## config.mk

```make
export PLATFORM = sky130hd
export DESIGN_NAME = uart_rx_ctrl
export DESIGN_NICKNAME = d
export VERILOG_FILES = /design/src/rtl/uart_rx_ctrl_pkg.sv /design/src/rtl/uart_rx_sync.sv /design/src/rtl/uart_rx_ctrl.sv
export SDC_FILE = /design/constraint.sdc
export NUM_CORES = 1
export LEC_CHECK = 0
export CORE_MARGIN = 3
export CORE_UTILIZATION = 47
export DETAILED_ROUTE_END_ITERATION = 6
export PLACE_DENSITY_LB_ADDON = 0.25
export SLEW_MARGIN = 20
export SYNTH_ARGS = -nofsm -noshare
export SYNTH_HDL_FRONTEND = slang
export SYNTH_SLANG_ARGS = --single-unit
```

## constraint.sdc

```tcl
create_clock -name clk -period 1.3 [get_ports clk]
set_input_delay 0.13 -clock clk [delete_from_list [all_inputs] [get_ports clk]]
set_output_delay 0.13 -clock clk [all_outputs]
set_load 0.01 [all_outputs]
```

## src/rtl/uart_rx_ctrl_pkg.sv

```systemverilog
// Shared types and constants for the UART receive frame sequencer.
package uart_rx_ctrl_pkg;

    typedef enum logic [2:0] {
        StIdle,
        StStart,
        StData,
        StParity,
        StStop
    } rx_state_e;

    localparam int unsigned ParityNone = 0;
    localparam int unsigned ParityOdd  = 1;
    localparam int unsigned ParityEven = 2;

    // Expected parity bit given the XOR of the data bits.
    function automatic logic parity_bit(input logic data_xor, input int unsigned mode);
        return (mode == ParityOdd) ? ~data_xor : data_xor;
    endfunction

endpackage

```

## src/rtl/uart_rx_sync.sv

```systemverilog
// Metastability chain on the raw rx pin plus a falling-edge (start) detector.
module uart_rx_sync #(
    parameter int unsigned SYNC_STAGES = 2
) (
    input  logic clk,
    input  logic reset,
    input  logic rx,
    output logic rx_s,
    output logic start_edge
);

    logic [SYNC_STAGES-1:0] sync_q, sync_d;
    logic                   prev_q, prev_d;

    always_comb begin
        sync_d = {sync_q[SYNC_STAGES-2:0], rx};
        prev_d = sync_q[SYNC_STAGES-1];
    end

    // Preset high so a line idling high never looks like a start edge out of reset.
    always_ff @(posedge clk or negedge reset) begin
        if (!reset) begin
            sync_q <= '1;
            prev_q <= 1'b1;
        end else begin
            sync_q <= sync_d;
            prev_q <= prev_d;
        end
    end

    assign rx_s       = sync_q[SYNC_STAGES-1];
    assign start_edge = prev_q & ~rx_s;

endmodule

```

## src/rtl/uart_rx_ctrl.sv

```systemverilog
// UART receive frame sequencer: start detection, bit-rate generator gating, data/parity/stop
// sampling and a valid/ready byte output with error and overrun flags.
module uart_rx_ctrl
    import uart_rx_ctrl_pkg::*;
#(
    parameter int unsigned DATA_BITS   = 8,
    parameter int unsigned PARITY_MODE = 0,
    parameter int unsigned SYNC_STAGES = 2
) (
    input  logic                 clk,
    input  logic                 reset,
    input  logic                 rx,
    input  logic                 bps_tick,
    output logic                 bps_run,
    output logic [DATA_BITS-1:0] rx_data,
    output logic                 rx_valid,
    input  logic                 rx_ready,
    output logic                 parity_err,
    output logic                 frame_err,
    output logic                 overrun,
    output logic                 busy
);

    localparam int unsigned CntW = 3;

    logic rx_s;
    logic start_edge;

    uart_rx_sync #(
        .SYNC_STAGES(SYNC_STAGES)
    ) u_sync (
        .clk       (clk),
        .reset     (reset),
        .rx        (rx),
        .rx_s      (rx_s),
        .start_edge(start_edge)
    );

    rx_state_e            state_q, state_d;
    logic [CntW-1:0]      bit_cnt_q, bit_cnt_d;
    logic [DATA_BITS-1:0] shift_q, shift_d;
    logic                 par_err_int_q, par_err_int_d;
    logic [DATA_BITS-1:0] rx_data_q, rx_data_d;
    logic                 rx_valid_q, rx_valid_d;
    logic                 parity_err_q, parity_err_d;
    logic                 frame_err_q, frame_err_d;
    logic                 overrun_q, overrun_d;
    logic                 bps_run_q, bps_run_d;
    logic                 accept;

    assign accept = rx_valid_q & rx_ready;

    always_comb begin
        state_d       = state_q;
        bit_cnt_d     = bit_cnt_q;
        shift_d       = shift_q;
        par_err_int_d = par_err_int_q;
        rx_data_d     = rx_data_q;
        rx_valid_d    = rx_valid_q;
        parity_err_d  = parity_err_q;
        frame_err_d   = frame_err_q;
        overrun_d     = overrun_q;
        bps_run_d     = bps_run_q;

        if (accept) begin
            rx_valid_d = 1'b0;
            overrun_d  = 1'b0;
        end

        unique case (state_q)
            StIdle: begin
                if (start_edge) begin
                    state_d   = StStart;
                    bps_run_d = 1'b1;
                end
            end
            StStart: begin
                if (bps_tick) begin
                    if (rx_s) begin
                        state_d   = StIdle;
                        bps_run_d = 1'b0;
                    end else begin
                        state_d   = StData;
                        bit_cnt_d = '0;
                    end
                end
            end
            StData: begin
                if (bps_tick) begin
                    // LSB arrives first, so shifting into the MSB leaves it at bit 0.
                    shift_d   = {rx_s, shift_q[DATA_BITS-1:1]};
                    bit_cnt_d = bit_cnt_q + 1'b1;
                    if (bit_cnt_q == CntW'(DATA_BITS - 1)) begin
                        state_d = (PARITY_MODE == ParityNone) ? StStop : StParity;
                    end
                end
            end
            StParity: begin
                if (bps_tick) begin
                    par_err_int_d = rx_s ^ parity_bit(^shift_q, PARITY_MODE);
                    state_d       = StStop;
                end
            end
            StStop: begin
                if (bps_tick) begin
                    rx_data_d    = shift_q;
                    parity_err_d = (PARITY_MODE != ParityNone) & par_err_int_q;
                    frame_err_d  = ~rx_s;
                    rx_valid_d   = 1'b1;
                    if (rx_valid_q & ~rx_ready) begin
                        overrun_d = 1'b1;
                    end
                    state_d   = StIdle;
                    bps_run_d = 1'b0;
                end
            end
            default: begin
                state_d   = StIdle;
                bps_run_d = 1'b0;
            end
        endcase
    end

    always_ff @(posedge clk or negedge reset) begin
        if (!reset) begin
            state_q       <= StIdle;
            bit_cnt_q     <= '0;
            shift_q       <= '0;
            par_err_int_q <= 1'b0;
            rx_data_q     <= '0;
            rx_valid_q    <= 1'b0;
            parity_err_q  <= 1'b0;
            frame_err_q   <= 1'b0;
            overrun_q     <= 1'b0;
            bps_run_q     <= 1'b0;
        end else begin
            state_q       <= state_d;
            bit_cnt_q     <= bit_cnt_d;
            shift_q       <= shift_d;
            par_err_int_q <= par_err_int_d;
            rx_data_q     <= rx_data_d;
            rx_valid_q    <= rx_valid_d;
            parity_err_q  <= parity_err_d;
            frame_err_q   <= frame_err_d;
            overrun_q     <= overrun_d;
            bps_run_q     <= bps_run_d;
        end
    end

    assign bps_run    = bps_run_q;
    assign rx_data    = rx_data_q;
    assign rx_valid   = rx_valid_q;
    assign parity_err = parity_err_q;
    assign frame_err  = frame_err_q;
    assign overrun    = overrun_q;
    assign busy       = (state_q != StIdle);

endmodule

```

### Word-level counts from Yosys, hierarchy flattened

Cells that the tools add are included.

* register bits after elaboration: 29
* output and inout port bits: 14
* logic and storage cells: 63

* add/sub/neg operators: 1
* eq/ne operators: 13
* mux-type cells: 24
* bitwise logic cells: 6
* reduce and logical (&&, ||, !) cells: 9

Operators by type and width (number)
* 3-bit 2-to-1 mux: 9
* 3-bit one-hot mux with 5 select lines: 1
* 2-bit inequality test, second input constant: 7
* 1-bit 2-to-1 mux: 11
* 3-bit by 2-bit equality test with 1-bit output, second input constant: 2
* 3-bit equality test, second input constant: 2
* 3-bit one-hot mux with 2 select lines: 1
* 6-bit AND reduction: 1
* 5-bit AND reduction: 1
* 1-bit one-hot mux with 4 select lines: 1
* 2-bit AND reduction: 2
* 4-bit AND reduction: 1
* 3-bit by 1-bit adder with 3-bit output, second input constant: 1
* 1-bit AND: 3
* 3-bit by 1-bit equality test with 1-bit output, second input constant: 1
* 3-bit zero test: 1
* 1-bit inverter: 3
* 3-bit nonzero test: 1
* 2-bit 2-to-1 mux: 1
* 2-bit by 1-bit inequality test with 1-bit output, second input constant: 1
* 2-bit nonzero test: 1
* 2-bit OR reduction: 1

### Longest topological paths before layout

Gate-level depths: netlist of run 1.

* depth after elaboration: 5
* gate-level depth with buffers: 5
* mapped depth without buffers: 5

### Cells and area by module

Synthesis of run 1 repeated with hierarchy kept, for this count alone.

* cell total of the unflattened synthesis: 88
* area total of the unflattened synthesis: 1266.2 sq um

By module, submodules not included
* uart_rx_ctrl: times used 1, cells an instance 84, area an instance 1173.6 sq um, sequential area each 650.6 sq um
* uart_rx_sync: times used 1, cells an instance 4, area an instance 92.6 sq um, sequential area each 78.8 sq um

### Least setup slack after synthesis of run 1

Ideal clock, no wire load.

* kind: reg2reg
* start point: reg state_q[1]
* end point: reg rx_data_q[0] (netlist: rx_data[0])
* setup time: 0.125 ns
* arrival time: 1.260 ns
* required time: 1.175 ns
* path slack: -0.085 ns
* stages on the path, launching flop included: 5
* buffers on the path: 2
* path through: dfrtp_1 -> buf_4 -> and4bb_1 -> buf_6 -> mux2_4

* longest elaborated chain between the ends: 2

Ends and longest elaborated chain
* start: declaration: RTL line uart_rx_ctrl.sv:39 `rx_state_e state_q, state_d;`
* start signal: assignment: RTL line uart_rx_ctrl.sv:126 `state_q <= StIdle;`
* start signal: assignment: RTL line uart_rx_ctrl.sv:137 `state_q <= state_d;`
* 3-bit equality test: RTL line uart_rx_ctrl.sv:70 `unique case (state_q)`
* 2-bit AND reduction (no source line)
* end signal: assignment: RTL line uart_rx_ctrl.sv:141 `rx_data_q <= rx_data_d;`
* end: declaration: RTL line uart_rx_ctrl.sv:43 `logic [DATA_BITS-1:0] rx_data_q, rx_data_d;`

No other way between the ends.
A chain may end at the register's enable or synchronous reset.

### Worst setup path in the final report of run 1

* start point: reg state_q[0]
* end point: out busy

* longest elaborated chain between the ends: 1

Ends and longest elaborated chain
* 3-bit nonzero test: RTL line uart_rx_ctrl.sv:156 `assign busy = (state_q != StIdle);`
* end: declaration: RTL line uart_rx_ctrl.sv:21 `output logic busy`

No other way between the ends.

==> results of run 1 <==
stage by stage:
step                      power [mW]  hold WS (ns)  worst slack [ns]  std cells  utilization
after floorplan                2.006       -0.1656          -0.05290         92            -
after global placement         2.435        0.3471           -0.1879        146       0.6086
after detailed placement       2.492        0.3484           -0.2095        146       0.6086
after CTS                      3.071        0.1381           -0.1225        157       0.6441
after global routing           3.378        0.1521           -0.1662        163       0.6787
final                          3.149        0.1437           -0.1198        163       0.6787
critical path, stage by stage, from the launching register on:
cell and delay (ns):
sky130_fd_sc_hd__dfrtp_1 0.41, sky130_fd_sc_hd__or3_1 0.39, sky130_fd_sc_hd__buf_2 0.16
timing repair:
item,CTS,global route
pin swaps,0,2
gates resized for setup,22,13
cloned,1,0
setup buffers,2,6
endpoints found under the setup margin,31,23
flip-flops by register name, summed over array words and instances, names as in the netlist, named ones only:
name,cells
shift_q,8
bps_run,1
bit_cnt_q,3
u_sync.prev_q,1
u_sync.sync_q,2
rx_data,8
frame_err,1
state_q,3
rx_valid,1
final cells by class:
type	instances	area (sq um)
Clock inverter	3	17.52
Sequential cell	29	729.5
Inverter	3	11.26
Tap cell	30	37.54
Timing Repair Buffer	40	365.4
Fill cell	200	803.3
Clock buffer	5	37.54
Multi-Input combinational cell	53	498.0
placed cells by master (no fill, tap or decap), drive strengths merged, types with 2 or more instances in the layout:
| cell type | instances |
|---|---|
| o22ai | 2 |
| buf | 24 |
| mux2 | 16 |
| o21ai | 3 |
| mux2i | 2 |
| dfstp | 3 |
| nand2 | 5 |
| nand2b | 2 |
| inv | 3 |
| a21oi | 6 |
| ha | 2 |
| clkinv | 2 |
| dfrtp | 26 |
| clkdlybuf4s50 | 4 |
| clkbuf | 5 |
| nor2 | 3 |
| dlygate4sd2 | 12 |
report_power, final:
group,internal (mW),total [mW],switching (mW)
registers,1.19,1.39,0.204
clock network,0.203,0.525,0.322
logic,0.742,1.23,0.492
total,2.13,3.15,1.02
cells by family (layout without fill, tap and decap cells):
family	after synthesis	after routing	synth area share
flip-flops	29	29	0.5871
multiplexers	18	18	0.1823
AND/OR/NAND/NOR	18	18	0.09467
AO/OA/AOI/OAI	14	14	0.06647
buffers and inverters	10	51	0.04632
adder cells (fa/ha/maj)	2	2	0.02014
other	1	1	0.003018
metal layers:
metal  vias up  share of wire
met4         0          0.022
met3         6          0.033
met1       408           0.45
li1        401              -
met5         -              0
met2        13           0.49
path summary, 6_finish.rpt:
check                      cells past startpoint              from  slack (ns)                to
min in group clk                               1                rx        0.20  u_sync.sync_q[0]
min                                            2             reset        0.14      bit_cnt_q[1]
max in group asynchronous                      2             reset        0.92  u_sync.sync_q[0]
max                                            2        state_q[0]       -0.12              busy
min reg2reg                                    0  u_sync.sync_q[0]        0.36  u_sync.sync_q[1]
max reg2reg                                    4        state_q[1]       -0.11        rx_data[4]
==> flow_summary.html, run 1 <==
<table>
<tr><th>Metric</th><th>Value</th></tr>
<tr><th colspan="2">Critical path</th></tr>
<tr><td>Startpoint type of the worst setup path</td><td>register</td></tr>
<tr><td>Maximum net fanout on the critical path</td><td>2</td></tr>
<tr><td>Crit Path Category</td><td>register to primary output</td></tr>
<tr><td>Required arrival time at the worst endpoint</td><td>1.17 ns</td></tr>
<tr><td>Arrival time at the worst endpoint</td><td>1.29 ns</td></tr>
<tr><td>Critical path endpoint category</td><td>primary output</td></tr>
<tr><th colspan="2">Run status</th></tr>
<tr><td>Violated checks</td><td>setup timing</td></tr>
<tr><td>Result of the run</td><td>finished with violations</td></tr>
<tr><th colspan="2">Detailed routing</th></tr>
<tr><td>Number of detailed-routing iterations run before antenna repair</td><td>4</td></tr>
<tr><td>Routed wire length per instance</td><td>14.79 microns</td></tr>
<tr><td>Via total after detailed routing</td><td>828</td></tr>
<tr><td>Drt drc</td><td>0</td></tr>
<tr><td>Post-detailed-route count of antenna-violating nets</td><td>0</td></tr>
<tr><td>Number of DRC violations after detailed-routing iteration 0</td><td>21</td></tr>
<tr><td>Total length of routed wires</td><td>2410 microns</td></tr>
<tr><td>Vias/cell</td><td>5.080</td></tr>
<tr><th colspan="2">Floorplanning</th></tr>
<tr><td>Die height</td><td>57.42 microns</td></tr>
<tr><td>Initial core utilization</td><td>0.4970</td></tr>
<tr><td>Area inside the core boundary</td><td>0.002500 sq mm</td></tr>
<tr><td>Die ar.</td><td>0.003296 sq mm</td></tr>
<tr><td>Die span in x</td><td>57.42 microns</td></tr>
<tr><td>Number of ports placed on the die boundary</td><td>19</td></tr>
<tr><td>Rows</td><td>18</td></tr>
<tr><th colspan="2">Timing</th></tr>
<tr><td>Post-layout minimum cycle time</td><td>1.420 ns</td></tr>
<tr><td>Maximum clock frequency</td><td>0.7043 GHz</td></tr>
<tr><td>Hold violation count in the final report</td><td>0</td></tr>
<tr><td>Number of endpoints failing setup at the final stage</td><td>22</td></tr>
<tr><td>Min setup slack post-route</td><td>-0.1198 ns</td></tr>
<tr><td>Period utilization</td><td>1.092</td></tr>
<tr><td>Clk_skew</td><td>0.004339 ns</td></tr>
<tr><td>Post-route setup TNS</td><td>-1.700 ns</td></tr>
<tr><td>Max-slew violations</td><td>0</td></tr>
<tr><td>Setup repair after global routing missed its margin</td><td>yes</td></tr>
<tr><th colspan="2">Synth</th></tr>
<tr><td>Fraction of registers with async set or reset after synthesis</td><td>1.000</td></tr>
<tr><td>Sequential fraction of the synthesis area</td><td>0.5871</td></tr>
<tr><td>Number of instances in the synthesized netlist</td><td>92</td></tr>
<tr><td>Per-instance average area after synthesis</td><td>13.50 sq um</td></tr>
<tr><td>Top post-synthesis cells by area</td><td>sky130_fd_sc_hd__dfrtp_1, sky130_fd_sc_hd__mux2_4, sky130_fd_sc_hd__mux2_2, sky130_fd_sc_hd__dfstp_2, sky130_fd_sc_hd__a21oi_1</td></tr>
<tr><td>Dominant register cell in the synthesized netlist</td><td>sky130_fd_sc_hd__dfrtp_1</td></tr>
<tr><td>Warning count from the yosys run</td><td>0</td></tr>
<tr><td>#FFs+latches synth</td><td>29</td></tr>
<tr><td>Top-count cell post-synth</td><td>sky130_fd_sc_hd__dfrtp_1</td></tr>
<tr><td>Post-synthesis cell type with the largest combined area</td><td>sky130_fd_sc_hd__dfrtp_1</td></tr>
<tr><td>Number of enable flip-flop cells after synthesis</td><td>0</td></tr>
<tr><td>Top cells by instance count after synthesis</td><td>sky130_fd_sc_hd__dfrtp_1, sky130_fd_sc_hd__mux2_2, sky130_fd_sc_hd__mux2_4, sky130_fd_sc_hd__a21oi_1, sky130_fd_sc_hd__nand2_1</td></tr>
<tr><td>Number of different library cells in the post-synthesis netlist</td><td>28</td></tr>
<tr><td>Area of the mapped netlist</td><td>0.001242 sq mm</td></tr>
<tr><td>Area fraction of the dominant cell type after synthesis</td><td>0.5237</td></tr>
<tr><td>Post-Synthesis Net Count</td><td>99</td></tr>
<tr><th colspan="2">CTS</th></tr>
<tr><td>Post-CTS Hold Buffers</td><td>0</td></tr>
<tr><td>Worst-path clk slew</td><td>0.10 ns</td></tr>
<tr><td>Num Clock Sinks</td><td>29</td></tr>
<tr><td>Buffer cell driving the clock tree root</td><td>sky130_fd_sc_hd__clkbuf_4</td></tr>
<tr><td>Clock tree from TritonCTS</td><td>done</td></tr>
<tr><td>H-tree levels</td><td>2</td></tr>
<tr><td>Maximum root-to-sink buffer count</td><td>2</td></tr>
<tr><td>Number of buffers created by CTS</td><td>5</td></tr>
<tr><td>Worst-skew pair later-pin latency</td><td>0.33 ns</td></tr>
<tr><th colspan="2">GRT</th></tr>
<tr><td>Largest net degree at the start of global routing</td><td>30</td></tr>
<tr><td>Global Route met2 Usage</td><td>0.2548</td></tr>
<tr><td>Met3 demand-to-capacity share in global routing</td><td>0.06561</td></tr>
<tr><td>Global route hottest layer</td><td>met2</td></tr>
<tr><td>Met1 Use GR</td><td>0.2062</td></tr>
<tr><td>Global routing usage summed across all routing layers</td><td>0.1680</td></tr>
<tr><td>Via count of the first global-routing pass</td><td>873</td></tr>
<tr><td>Remaining global-route overflow</td><td>0</td></tr>
<tr><td>Global-route wire length before repair</td><td>4015 microns</td></tr>
<tr><td>Antenna violations before repair</td><td>0</td></tr>
<tr><th colspan="2">Final layout</th></tr>
<tr><td>Number of nets in the layout</td><td>139</td></tr>
<tr><td>Antenna diode count</td><td>0</td></tr>
<tr><td>Share of final-layout standard cells stronger than drive strength 1</td><td>0.4436</td></tr>
<tr><td>Area growth from synthesis to layout</td><td>36.56%</td></tr>
<tr><td>Finished layout cell area</td><td>0.001697 sq mm</td></tr>
<tr><th colspan="2">Pwr</th></tr>
<tr><td>Lkg Pwr</td><td>0.8586 nW</td></tr>
<tr><td>Power density relative to cell area</td><td>1856 mW/mm^2</td></tr>
<tr><td>Peak VDD IR</td><td>1.276 mV</td></tr>
<tr><th colspan="2">Placed design</th></tr>
<tr><td>DP HPWL</td><td>1543 microns</td></tr>
<tr><td>Total of buffers placed on input and output ports</td><td>17</td></tr>
<tr><td>Area of placed instances</td><td>0.001521 sq mm</td></tr>
<tr><td>Final GP Congestion</td><td>0.7540</td></tr>
<tr><th colspan="2">Hold path</th></tr>
<tr><td>Class of the worst hold path</td><td>primary input to async pin</td></tr>
<tr><th colspan="2">Run</th></tr>
<tr><td>Number of max-cap violations</td><td>0</td></tr>
</table>
(Power assumes the default switching activity.)
==> inputs of run 2 (changes only) <==
Settings changed: CTS_CLUSTER_DIAMETER set to 60.
==> results of run 2 <==
Same layout as run 1: the final DEF is identical, and so are final timing and power.
